[src/rtl/serial_word_tx.sv]
// serial_word_tx: parallel word in over valid/ready, shifted out one bit per clock on data/frame.
// Latency: first bit on the edge after accept; done pulses with the last frame bit.
// Optional parity bit enabled by defining SERIAL_WORD_TX_PARITY_EN (frame becomes WIDTH+1 bits).
module serial_word_tx #(
  parameter int WIDTH      = 8,
  parameter bit MSB_FIRST  = 1'b0,
  parameter int GAP_CYCLES = 1
) (
  input  logic             clk,
  input  logic             reset,
  input  logic             load_valid,
  output logic             load_ready,
  input  logic [WIDTH-1:0] load_data,
  output logic             data,
  output logic             frame,
  output logic             done
);

  localparam int CW = $clog2(WIDTH + 1);
  // Gap counter needs at least one bit even when the gap is disabled
  localparam int GW = (GAP_CYCLES > 0) ? $clog2(GAP_CYCLES + 1) : 1;
  localparam logic [CW-1:0] LAST_BIT = CW'(WIDTH - 1);
  localparam logic [GW-1:0] LAST_GAP = GW'((GAP_CYCLES > 0) ? GAP_CYCLES - 1 : 0);

`ifdef SERIAL_WORD_TX_PARITY_EN
  typedef enum logic [1:0] {IDLE = 2'd0, SHIFT = 2'd1, GAP = 2'd2, PARITY = 2'd3} state_t;
`else
  typedef enum logic [1:0] {IDLE = 2'd0, SHIFT = 2'd1, GAP = 2'd2} state_t;
`endif

  state_t          state;
  logic [WIDTH-1:0] sr;
  logic [CW-1:0]    bit_cnt;
  logic [GW-1:0]    gap_cnt;
`ifdef SERIAL_WORD_TX_PARITY_EN
  logic             par;
`endif

  // Only an idle transmitter takes a new word; there is no holding buffer
  assign load_ready = (state == IDLE);

  // Transmit sequencer: all outputs are registered from the state being left
  always_ff @(posedge clk) begin
    if (reset) begin
      state   <= IDLE;
      data    <= 1'b0;
      frame   <= 1'b0;
      done    <= 1'b0;
      sr      <= '0;
      bit_cnt <= '0;
      gap_cnt <= '0;
`ifdef SERIAL_WORD_TX_PARITY_EN
      par     <= 1'b0;
`endif
    end else begin
      done <= 1'b0;
      case (state)
        IDLE: begin
          data  <= 1'b0;
          frame <= 1'b0;
          if (load_valid) begin
            sr      <= load_data;
            bit_cnt <= '0;
`ifdef SERIAL_WORD_TX_PARITY_EN
            par     <= ^load_data;
`endif
            state   <= SHIFT;
          end
        end
        SHIFT: begin
          frame <= 1'b1;
          if (MSB_FIRST) begin
            data <= sr[WIDTH-1];
            sr   <= {sr[WIDTH-2:0], 1'b0};
          end else begin
            data <= sr[0];
            sr   <= {1'b0, sr[WIDTH-1:1]};
          end
          bit_cnt <= bit_cnt + CW'(1);
          if (bit_cnt == LAST_BIT) begin
            bit_cnt <= '0;
`ifdef SERIAL_WORD_TX_PARITY_EN
            state <= PARITY;
`else
            done  <= 1'b1;
            state <= (GAP_CYCLES > 0) ? GAP : IDLE;
`endif
          end
        end
`ifdef SERIAL_WORD_TX_PARITY_EN
        PARITY: begin
          data  <= par;
          frame <= 1'b1;
          done  <= 1'b1;
          state <= (GAP_CYCLES > 0) ? GAP : IDLE;
        end
`endif
        GAP: begin
          data  <= 1'b0;
          frame <= 1'b0;
          if (gap_cnt == LAST_GAP) begin
            gap_cnt <= '0;
            state   <= IDLE;
          end else begin
            gap_cnt <= gap_cnt + GW'(1);
          end
        end
        default: begin
          data  <= 1'b0;
          frame <= 1'b0;
          state <= IDLE;
        end
      endcase
    end
  end

endmodule
[config.mk]
export PLATFORM = sky130hd
export DESIGN_NAME = serial_word_tx
export DESIGN_NICKNAME = d
export VERILOG_FILES = /design/src/rtl/serial_word_tx.sv
export SDC_FILE = /design/constraint.sdc
export NUM_CORES = 1
export LEC_CHECK = 0
export ABC_AREA = 1
export CAP_MARGIN = 20
export CORE_MARGIN = 2
export CORE_UTILIZATION = 43
export CTS_BUF_LIST = sky130_fd_sc_hd__clkbuf_16
export CTS_CLUSTER_DIAMETER = 30
export DETAILED_ROUTE_END_ITERATION = 8
export PLACE_DENSITY = 0.78
export SYNTH_ARGS = -nofsm -noshare
export SYNTH_HDL_FRONTEND = slang
export SYNTH_SLANG_ARGS = --single-unit
export TNS_END_PERCENT = 1
[constraint.sdc]
create_clock -name clk -period 2.6 [get_ports clk]
set_clock_uncertainty 0.05 [all_clocks]
set_input_delay 0.39 -clock clk [delete_from_list [all_inputs] [get_ports clk]]
set_output_delay 0.39 -clock clk [all_outputs]
set_load 0.005 [all_outputs]
==> flow_metrics.tcl <==
set metrics [dict create \
    min_path_type "flop to flop" \
    rsz0062_at_grt "false" \
    regToRegEndpoint "bit_cnt[3]" \
    arrival_ps 1300 \
    async_reset_ff_share_pct 0 \
    synth_top_cells_by_area "dfxtp_1 (47%), nand2_1 (29%), nand3_1 (4.1%), nor2_1 (3.6%), inv_1 (3.1%)" \
    crit_type "flop to output pin" \
    syn_area_um2 728 \
    insertion_delay_ps 240 \
    die_w_um 45.2 \
    yosysTopAreaCell "dfxtp_1" \
    wl_per_cell_um 10.1 \
    yosys_warnings 0 \
    crit_required_ps 2160 \
    cts.hold.buffers_added 0 \
    cts.sinks 17 \
    num_rows 14 \
    antenna_found_initial 0 \
    dpl.hpwl_um 1050 \
    gr-usage-all-layers_pct 16.4 \
    fillers 137 \
    synth_seq_cells 17 \
    htree_num_levels 1 \
    drv_slew 0 \
    min_period_ps 1740 \
    synth_common_cells "nand2_1 (56), dfxtp_1 (17), nor2_1 (7), inv_1 (6), nand3_1 (6)" \
    drive_above_1_share_pct 8.06 \
    worstHoldStart "sr[0]" \
    ys_seq_area_share_pct 46.7 \
    whs_ps 382 \
    hold_viol 0 \
    avgSynthCellArea_um2 6.87 \
    clkTransAtPathRegs_ps 50 \
    synth_edf_count 0 \
    clock_path_buffers 2 \
    power_density_nw_per_um2 694 \
    grt_pass1_vias 561 \
    area_growth_pct 32.8 \
    status "finished, final reports clean" \
    vias 668 \
    diodes 0 \
    dr.pass1.iters 5 \
    finalPower_mw 0.671 \
    grt_max_degree 10 \
    syn_nets 118 \
    cp_slowest_cell "clkdlybuf4s50_1" \
    cts_tree "done" \
    wl_um 1410 \
    core_area_um2 1540 \
    synth_most_common_cell "nand2_1" \
    grt.overflow.total 0 \
    ctsResizeCount 0 \
    cap_violations 0 \
    hold_end "data" \
    setup_viol 0 \
    ys.flop_type "dfxtp_1" \
    setup.worst_path.start "state[0]" \
    num_io_pins 15 \
    hold-path-cell-count 2 \
    drc 0 \
    die_y_um 45.2 \
    syn_inst 106 \
    crit_chain "nor2_1, clkdlybuf4s50_1" \
    port_buffers 14 \
    rr_worst_depth 6 \
    rr_startpoint "bit_cnt[0]" \
    vias_per_cell 4.77 \
    antenna_left 0 \
    grt_pass1_wl_um 2450 \
    peakVddDrop_mv 0.613 \
    initial_core_util_pct 47.2 \
    start_kind "flop" \
    slowest_delay_ps 520 \
    tns_ps 0 \
    max_freq_mhz 574 \
    fin_nets 137 \
    crit_fanout 5 \
    worstMarginPinSlew_ps 277 \
    post_cts_buffers 0 \
    die-area_um2 2040 \
    root_buffer "clkbuf_16" \
    relSlewSlack_pct 81.5 \
    finalCritPeriodShare_pct 67.0 \
    cts_buffers 3 \
    gp_routability_congestion 0.813 \
    drt_iter0_drc 17 \
    synth_top_area_share_pct 46.7 \
    p_leak_nw 0.465 \
    synth_cell_types 15 \
    r2r_slack_ps 1440 \
    end_kind "output pin" \
]
==> per-layer routing <==
metal	vias to the layer above	GRT usage [%]	part of all wire, %
met5	-	0	0
met4	0	3.53	0
met3	0	4.80	5.9
met2	19	24.9	45
met1	286	23.2	49
li1	363	-	-
==> logic make-up (layout without fill, tap and decap cells) <==
logic type	after synthesis	after routing	synth area share [%]
AND/OR/NAND/NOR	75	75	43.8
AO/OA/AOI/OAI	5	5	3.61
flip-flops	17	17	46.7
adder cells (fa/ha/maj)	1	1	1.72
buffers and inverters	8	26	4.12
==> flip-flops by register name, summed over array words and instances (netlist names) <==
name	cells
done	1
sr	8
frame	1
state	2
data	1
bit_cnt	4
==> per-stage QoR <==
step | instances | instance area [µm²] | utilization (%) | setup slack (ps)
2_1_floorplan | 106 | 728 | - | 1560
3_3_place_gp | 136 | 888 | 57.6 | 987
3_5_place_dp | 136 | 888 | 57.6 | 924
4_1_cts | 140 | 967 | 62.7 | 849
5_1_grt | 140 | 967 | 62.7 | 801
6_report | 140 | 967 | 62.7 | 858
==> cell usage in the layout, fill, tap and decap left out, drive strengths merged <==
master	synthesis	routed
nor2	10	10
o21ai	1	1
dfxtp	17	17
nand4	1	1
ha	1	1
nand2	58	58
a21oi	3	3
nand3	6	6
o22ai	1	1
clkdlybuf4s50	0	14
inv	8	9
clkbuf	0	3
==> worst max-delay path, delay by kind of cell, from the launching register on <==
kind / cells / cell delay (ps)
and+or+nand+nor: 1 / 170
DFF: 1 / 370
buffers and inverters: 1 / 520
==> area by class of cell <==
class | instances | area [µm²] | share of cell area (%)
Multi-Input combinational cell | 81 | 358 | 37.0
Sequential cell | 17 | 340 | 35.2
Timing Repair Buffer | 14 | 140 | 14.5
Clock buffer | 3 | 75.1 | 7.76
Inverter | 8 | 30.0 | 3.10
Tap cell | 16 | 20.0 | 2.07
Clock inverter | 1 | 3.75 | 0.388
==> power by group <==
| part | internal [mW] | leakage (nW) | switching (mW) |
|---|---|---|---|
| Sequential | 0.278 | 0.139 | 0.0121 |
| Combinational | 0.0388 | 0.284 | 0.0434 |
| Clock | 0.204 | 0.0423 | 0.0948 |
| Total | 0.521 | 0.465 | 0.150 |
==> worst max path at each step <==
stage,to,slack (ps),cells past startpoint
detailed placement,bit_cnt[1],920,6
global placement,bit_cnt[1],990,6
floorplan,bit_cnt[3],1560,6
global route,load_ready,800,2
CTS,load_ready,850,2
finish,load_ready,860,2
(Power assumes the default switching activity.)
